### src/rtl/dmem_arbiter_pkg.sv
// Shared definitions for the data-memory arbiter: FSM state encodings,
// requester IDs and the clogb2 width helper used for address/counter sizing.
package dmem_arbiter_pkg;

  // Arbiter FSM states: ARB = normal round-robin, LOCK = m1 burst in progress
  typedef enum logic [0:0] {
    ARB  = 1'b0,
    LOCK = 1'b1
  } arb_state_e;

  // Requester identifiers held in last_gnt
  localparam logic ID_M0 = 1'b0;
  localparam logic ID_M1 = 1'b1;

  // Number of bits needed to represent 'value' (minimum of 1)
  function automatic int clogb2(input int value);
    int v;
    int r;
    v = value;
    r = 32'sd0;
    for (int i = 0; i < 32; i++) begin
      if (v > 32'sd0) begin
        r = r + 32'sd1;
        v = v >> 1;
      end else begin
        r = r;
      end
    end
    if (r == 32'sd0) begin
      r = 32'sd1;
    end else begin
      r = r;
    end
    return r;
  endfunction

endpackage

### src/rtl/dmem_arbiter_if.sv
// Bus bundle between the two memory requesters, the arbiter and the single
// synchronous RAM port. 'slave' is the arbiter view, 'master' the environment.
interface dmem_arbiter_if
  import dmem_arbiter_pkg::*;
#(
  parameter int ADDR_W = clogb2(512 - 1)
);
  // Core requester (m0)
  logic              m0_req_i;
  logic              m0_we_i;
  logic [ADDR_W-1:0] m0_addr_i;
  logic [31:0]       m0_wdata_i;
  logic              m0_gnt_o;
  logic              m0_rvalid_o;

  // Host requester (m1), with burst lock
  logic              m1_req_i;
  logic              m1_we_i;
  logic              m1_lock_i;
  logic [ADDR_W-1:0] m1_addr_i;
  logic [31:0]       m1_wdata_i;
  logic              m1_gnt_o;
  logic              m1_rvalid_o;

  // Shared read data
  logic [31:0]       rdata_o;

  // RAM port
  logic [ADDR_W-1:0] ram_addr_o;
  logic              ram_we_o;
  logic [31:0]       ram_wdata_o;
  logic [31:0]       ram_rdata_i;

  modport slave (
    input  m0_req_i, m0_we_i, m0_addr_i, m0_wdata_i,
    input  m1_req_i, m1_we_i, m1_lock_i, m1_addr_i, m1_wdata_i,
    input  ram_rdata_i,
    output m0_gnt_o, m0_rvalid_o, m1_gnt_o, m1_rvalid_o, rdata_o,
    output ram_addr_o, ram_we_o, ram_wdata_o
  );

  modport master (
    output m0_req_i, m0_we_i, m0_addr_i, m0_wdata_i,
    output m1_req_i, m1_we_i, m1_lock_i, m1_addr_i, m1_wdata_i,
    output ram_rdata_i,
    input  m0_gnt_o, m0_rvalid_o, m1_gnt_o, m1_rvalid_o, rdata_o,
    input  ram_addr_o, ram_we_o, ram_wdata_o
  );

endinterface

### src/rtl/dmem_arbiter.sv
// Two-requester arbiter in front of a single-port synchronous data RAM.
// m0 (core) and m1 (host) share the port round-robin; m1 may lock the port
// for a burst of up to BURST_MAX beats. Grants are combinational, read-valid
// is a one-cycle registered pipeline tracking the previous cycle's grant.
module dmem_arbiter
  import dmem_arbiter_pkg::*;
#(
  parameter int RAM_DEPTH = 512,
  parameter int BURST_MAX = 16
) (
  input logic          clk,
  input logic          reset_i,
  dmem_arbiter_if.slave bus
);

  localparam int ADDR_W = clogb2(RAM_DEPTH - 1);
  localparam int CNT_W  = clogb2(BURST_MAX);

  arb_state_e        state;
  logic              last_gnt;
  logic [CNT_W-1:0]  burst_cnt;
  logic [CNT_W-1:0]  cnt_inc;
  logic              rvalid_m0;
  logic              rvalid_m1;

  logic              gnt_m0;
  logic              gnt_m1;
  logic [ADDR_W-1:0] sel_addr;
  logic              sel_we;
  logic [31:0]       sel_wdata;

  assign cnt_inc = burst_cnt + CNT_W'(1);

  // Grant decision: round-robin in ARB, m1 only while a burst is locked
  always_comb begin
    gnt_m0 = 1'b0;
    gnt_m1 = 1'b0;
    if (reset_i) begin
      gnt_m0 = 1'b0;
      gnt_m1 = 1'b0;
    end else begin
      case (state)
        ARB: begin
          if (bus.m0_req_i && bus.m1_req_i) begin
            if (last_gnt == ID_M0) begin
              gnt_m1 = 1'b1;
            end else begin
              gnt_m0 = 1'b1;
            end
          end else if (bus.m0_req_i) begin
            gnt_m0 = 1'b1;
          end else if (bus.m1_req_i) begin
            gnt_m1 = 1'b1;
          end else begin
            gnt_m0 = 1'b0;
            gnt_m1 = 1'b0;
          end
        end
        LOCK: begin
          gnt_m1 = bus.m1_req_i;
        end
        default: begin
          gnt_m0 = 1'b0;
          gnt_m1 = 1'b0;
        end
      endcase
    end
  end

  // RAM port mux: granted requester drives the port, otherwise all zeros
  always_comb begin
    sel_addr  = '0;
    sel_we    = 1'b0;
    sel_wdata = 32'h0000_0000;
    if (gnt_m0) begin
      sel_addr  = bus.m0_addr_i;
      sel_we    = bus.m0_we_i;
      sel_wdata = bus.m0_wdata_i;
    end else if (gnt_m1) begin
      sel_addr  = bus.m1_addr_i;
      sel_we    = bus.m1_we_i;
      sel_wdata = bus.m1_wdata_i;
    end else begin
      sel_addr  = '0;
      sel_we    = 1'b0;
      sel_wdata = 32'h0000_0000;
    end
  end

  assign bus.ram_addr_o  = sel_addr;
  assign bus.ram_we_o    = sel_we;
  assign bus.ram_wdata_o = sel_wdata;
  assign bus.m0_gnt_o    = gnt_m0;
  assign bus.m1_gnt_o    = gnt_m1;

  // Read-valid is masked during reset so a read in flight never surfaces
  assign bus.m0_rvalid_o = rvalid_m0 & ~reset_i;
  assign bus.m1_rvalid_o = rvalid_m1 & ~reset_i;
  assign bus.rdata_o     = ((rvalid_m0 | rvalid_m1) & ~reset_i) ? bus.ram_rdata_i
                                                                 : 32'h0000_0000;

  // FSM, fairness pointer, burst counter and read-valid pipeline
  always_ff @(posedge clk) begin
    if (reset_i) begin
      state     <= ARB;
      last_gnt  <= ID_M1;
      burst_cnt <= '0;
      rvalid_m0 <= 1'b0;
      rvalid_m1 <= 1'b0;
    end else begin
      rvalid_m0 <= gnt_m0 & ~bus.m0_we_i;
      rvalid_m1 <= gnt_m1 & ~bus.m1_we_i;
      case (state)
        ARB: begin
          if (gnt_m0) begin
            last_gnt <= ID_M0;
          end else if (gnt_m1) begin
            last_gnt <= ID_M1;
            // a single-beat limit never needs the locked state
            if (bus.m1_lock_i && (BURST_MAX > 1)) begin
              state     <= LOCK;
              burst_cnt <= CNT_W'(1);
            end else begin
              state     <= ARB;
            end
          end else begin
            last_gnt <= last_gnt;
          end
        end
        LOCK: begin
          if (gnt_m1 && bus.m1_lock_i) begin
            if (cnt_inc == CNT_W'(BURST_MAX)) begin
              // burst limit reached: hand the next contention to m0
              state     <= ARB;
              last_gnt  <= ID_M1;
              burst_cnt <= '0;
            end else begin
              burst_cnt <= cnt_inc;
            end
          end else begin
            // request or lock dropped: burst ends, final beat may be granted
            state     <= ARB;
            burst_cnt <= '0;
            if (gnt_m1) begin
              last_gnt <= ID_M1;
            end else begin
              last_gnt <= last_gnt;
            end
          end
        end
        default: begin
          state     <= ARB;
          burst_cnt <= '0;
        end
      endcase
    end
  end

endmodule

### src/flat_wrapper.sv
// flat-port wrapper written by rule: the top's interface ports become plain ports
module dmem_arbiter_flat import dmem_arbiter_pkg::*;
#(
  parameter int RAM_DEPTH = 512,
  parameter int BURST_MAX = 16
)
  (clk, reset_i, bus_m0_req_i, bus_m0_we_i, bus_m0_addr_i, bus_m0_wdata_i, bus_m1_req_i, bus_m1_we_i, bus_m1_lock_i, bus_m1_addr_i, bus_m1_wdata_i, bus_ram_rdata_i, bus_m0_gnt_o, bus_m0_rvalid_o, bus_m1_gnt_o, bus_m1_rvalid_o, bus_rdata_o, bus_ram_addr_o, bus_ram_we_o, bus_ram_wdata_o);
  dmem_arbiter_if #(.ADDR_W((9))) bus_i ();
  input logic clk;
  input logic reset_i;
  input wire logic [$bits(bus_i.m0_req_i)-1:0] bus_m0_req_i;
  input wire logic [$bits(bus_i.m0_we_i)-1:0] bus_m0_we_i;
  input wire logic [$bits(bus_i.m0_addr_i)-1:0] bus_m0_addr_i;
  input wire logic [$bits(bus_i.m0_wdata_i)-1:0] bus_m0_wdata_i;
  input wire logic [$bits(bus_i.m1_req_i)-1:0] bus_m1_req_i;
  input wire logic [$bits(bus_i.m1_we_i)-1:0] bus_m1_we_i;
  input wire logic [$bits(bus_i.m1_lock_i)-1:0] bus_m1_lock_i;
  input wire logic [$bits(bus_i.m1_addr_i)-1:0] bus_m1_addr_i;
  input wire logic [$bits(bus_i.m1_wdata_i)-1:0] bus_m1_wdata_i;
  input wire logic [$bits(bus_i.ram_rdata_i)-1:0] bus_ram_rdata_i;
  output wire logic [$bits(bus_i.m0_gnt_o)-1:0] bus_m0_gnt_o;
  output wire logic [$bits(bus_i.m0_rvalid_o)-1:0] bus_m0_rvalid_o;
  output wire logic [$bits(bus_i.m1_gnt_o)-1:0] bus_m1_gnt_o;
  output wire logic [$bits(bus_i.m1_rvalid_o)-1:0] bus_m1_rvalid_o;
  output wire logic [$bits(bus_i.rdata_o)-1:0] bus_rdata_o;
  output wire logic [$bits(bus_i.ram_addr_o)-1:0] bus_ram_addr_o;
  output wire logic [$bits(bus_i.ram_we_o)-1:0] bus_ram_we_o;
  output wire logic [$bits(bus_i.ram_wdata_o)-1:0] bus_ram_wdata_o;
  assign bus_i.m0_req_i = bus_m0_req_i;
  assign bus_i.m0_we_i = bus_m0_we_i;
  assign bus_i.m0_addr_i = bus_m0_addr_i;
  assign bus_i.m0_wdata_i = bus_m0_wdata_i;
  assign bus_i.m1_req_i = bus_m1_req_i;
  assign bus_i.m1_we_i = bus_m1_we_i;
  assign bus_i.m1_lock_i = bus_m1_lock_i;
  assign bus_i.m1_addr_i = bus_m1_addr_i;
  assign bus_i.m1_wdata_i = bus_m1_wdata_i;
  assign bus_i.ram_rdata_i = bus_ram_rdata_i;
  assign bus_m0_gnt_o = bus_i.m0_gnt_o;
  assign bus_m0_rvalid_o = bus_i.m0_rvalid_o;
  assign bus_m1_gnt_o = bus_i.m1_gnt_o;
  assign bus_m1_rvalid_o = bus_i.m1_rvalid_o;
  assign bus_rdata_o = bus_i.rdata_o;
  assign bus_ram_addr_o = bus_i.ram_addr_o;
  assign bus_ram_we_o = bus_i.ram_we_o;
  assign bus_ram_wdata_o = bus_i.ram_wdata_o;
  dmem_arbiter #(.RAM_DEPTH(RAM_DEPTH), .BURST_MAX(BURST_MAX)) u_core (.clk(clk), .reset_i(reset_i), .bus(bus_i));
endmodule
### config.mk
export PLATFORM = sky130hd
export DESIGN_NAME = dmem_arbiter_flat
export DESIGN_NICKNAME = d
export VERILOG_FILES = /design/src/rtl/dmem_arbiter_pkg.sv /design/src/rtl/dmem_arbiter_if.sv /design/src/rtl/dmem_arbiter.sv /design/src/flat_wrapper.sv
export SDC_FILE = /design/constraint.sdc
export NUM_CORES = 1
export LEC_CHECK = 0
export BUFFER_PORTS_ARGS = -buffer_cell sky130_fd_sc_hd__buf_2
export CAP_MARGIN = 20
export CORE_AREA = 2 2 76 78
export DETAILED_ROUTE_END_ITERATION = 10
export DIE_AREA = 0 0 78 80
export PLACE_DENSITY = 0.71
export SETUP_SLACK_MARGIN = 0.2
export SYNTH_ARGS = -nofsm -noshare
export SYNTH_HDL_FRONTEND = slang
export SYNTH_SLANG_ARGS = --single-unit
### constraint.sdc
create_clock -name clk -period 1.46 [get_ports clk]
set_input_delay 0.146 -clock clk [delete_from_list [all_inputs] [get_ports clk]]
set_output_delay 0.146 -clock clk [all_outputs]
set_load 0.005 [all_outputs]
==> flow_summary.yaml <==
outcome:
  status: "finished with violations"
  violations: "negative setup slack"
run:
  cap_violations: 0
floorplanning:
  die_w_um: 78
  die_h_um: 80
  io_pins: 199
  row_count: 27
  die-area_um2: 6240
  initial_core_util_pct: 21.00
  coreArea_um2: 5405
yosys:
  yosys_warnings: 0
  synth_area_per_cell_um2: 7.992
  yosys.area.top_type: "a22o_1"
  synth.distinct_cells: 29
  ys_top_cells_by_area: "a22o_1 (33%), and2_1 (19%), dfxtp_1 (16%), buf_6 (4.0%), nor2b_1 (2.2%)"
  ys_ff_latch: 9
  syn_area_um2: 1135
  syn_inst: 142
  syn_nets: 264
  synth_flop_cell: "dfxtp_1"
  ys_seq_area_share_pct: 15.88
  synth_top_area_share_pct: 33.19
  synth_edf_count: 0
  ys_async_sr_fraction_pct: 0
setup_path:
  startpoint_type: "flip-flop"
  crit_path_top_delay_cell: "dfxtp_4"
  required_ns: 1.31
  cp-end-kind: "output pin"
  path_max_fanout: 6
  crit_type: "flip-flop to output pin"
  max_stage_delay_ns: 0.36
  path_cells: "nor2_4, nand2_2, a21oi_4, buf_12, clkbuf_16, a22o_1, buf_2"
  arrival_ns: 1.50
sta:
  slew_headroom_pct: 79.92
  rsz0062_at_grt: "yes"
  finalWorstSetupSlack_ns: -0.1861
  finalSetupViolations: 44
  whs_ns: 0.1090
  hold_viol: 0
  finalCriticalPeriod_ns: 1.646
  fmaxAchievable_mhz: 607.5
  drv_slew: 0
  fin_worst_skew_ns: 0.001747
  worst_slew_pin_slew_ns: 0.3012
  timing.final.crit_share_pct: 112.7
routing:
  via_per_inst: 4.637
  drc: 0
  vias: 1994
  wl_um: 6678
  ant_nets: 0
  drt_iter0_drc: 46
  wl_per_cell_um: 15.53
  drt_first_pass_iters: 4
cells_and_area:
  syn_to_final_growth_pct: 163.1
  insertedDiodeCount: 0
  fin_util_pct: 55.23
  layout_common_cells: "buf_2 (165), a22o_1 (43), buf_6 (37), and2_4 (31), buf_4 (8)"
  final_nets: 481
  final_common_cell: "buf_2"
  nFillCells: 503
  fin_area_um2: 2985
  drive_gt1_share_pct: 77.93
place:
  hpwlAfterDp_um: 4499
  dp_slack_ns: 0.03588
  numPortBuffers: 198
  placed_cell_area_um2: 2232
  routabilityCongestion: 0.7634
power:
  powerDensity_nw_per_um2: 423.3
  ir_drop_mv: 0.2655
  p_leak_nw: 1.617
  power_mw: 1.264
clocking:
  cts_tree: "yes"
  clkSinkCount: 9
  clk_pin_slew_ns: 0.04
  cts-buffers-inserted: 3
  cts-root-buf: "clkbuf_8"
  cts.path.max_buffers: 2
  clock_latency_ns: 0.23
  h-tree-depth: 1
  ctsHoldBuffers: 0
global_route:
  grt_max_degree: 33
  grt_pass1_wl_um: 8997
  first_global_vias: 1875
  grt.overflow.total: 0
  antenna_found_initial: 0
  gr-usage-all-layers_pct: 18.10
worst_hold_path:
  hold_path.class: "primary input to flip-flop"
==> registers in the layout, summed over array words and instances, names as in the netlist <==
name / count
u_core.rvalid_m1: 1
u_core.burst_cnt: 5
u_core.state: 1
u_core.last_gnt: 1
u_core.rvalid_m0: 1
==> timing repair <==
action	in CTS	in global routing
cloned	5	4
gates resized for setup	62	35
hold endpoints to repair	0	0
buffers inserted	8	3
pin swaps	2	19
endpoints found under the setup margin	77	85
==> stage by stage <==
| step | TNS (ns) | instances |
|---|---|---|
| after floorplan | 0 | 142 |
| after global placement | 0 | 406 |
| after detailed placement | 0 | 406 |
| after CTS | -6.366 | 423 |
| after global routing | -9.440 | 430 |
| final | -6.708 | 430 |
==> Yosys cell counts (2+ instances only) <==
| master | n |
|---|---|
| a22o_1 | 43 |
| and2_1 | 34 |
| dfxtp_1 | 9 |
| nand2_1 | 6 |
| nor2_1 | 5 |
| o21ai_0 | 5 |
| buf_2 | 4 |
| buf_6 | 4 |
| nor2b_1 | 4 |
| a21oi_1 | 3 |
| clkbuf_1 | 3 |
| nor3_1 | 3 |
| a32oi_1 | 2 |
| o21a_1 | 2 |
==> worst paths after layout <==
path	slack, ns	endpoint	cells past startpoint	start
setup reg to reg	0.20	u_core.last_gnt	5	u_core.state
hold reg to reg	0.51	u_core.burst_cnt[0]	1	u_core.burst_cnt[0]
hold / removal	0.11	u_core.rvalid_m0	2	bus_m0_we_i
setup / recovery	-0.19	bus_ram_wdata_o[4]	7	u_core.state
==> metal layers <==
| metal | vias up | GRT usage (%) | routed length [um] |
|---|---|---|---|
| li1 | 966 | - | - |
| met1 | 906 | 20.32 | 2432 |
| met2 | 115 | 34.40 | 3692 |
| met3 | 7 | 2.941 | 489 |
| met4 | 0 | 6.140 | 63 |
| met5 | - | 0 | 0 |
==> critical path: cells and delay by family (launching register included) <==
family	cells	cell delay, ns
AO/OA/AOI/OAI	2	0.35
buffers and inverters	3	0.39
flip-flops	1	0.36
AND/OR/NAND/NOR	2	0.16
==> final cells by class <==
class | count | area, um^2 | area share (%)
sequential | 9 | 195.2 | 6.538
multi-input combinational | 120 | 1016 | 34.03
timing repair buffer | 224 | 1635 | 54.78
clock buffer | 4 | 45.04 | 1.509
inverter | 1 | 3.754 | 0.1257
tap | 72 | 90.09 | 3.018
==> logic make-up after synthesis <==
kind of cell	Yosys count	synth area share, %
AOI/OAI and AO/OA	59	43.11
adders and majority gates	1	1.102
xor gates and xnor gates	1	0.7719
DFF	9	15.88
buffers and inverters	13	7.717
and+or+nand+nor	59	31.42
==> report_power, final <==
part	switching, mW	internal [mW]
logic	0.268	0.444
registers	0.0107	0.253
clock network	0.0981	0.190
Note: power is estimated with default switching activity, not from simulation.
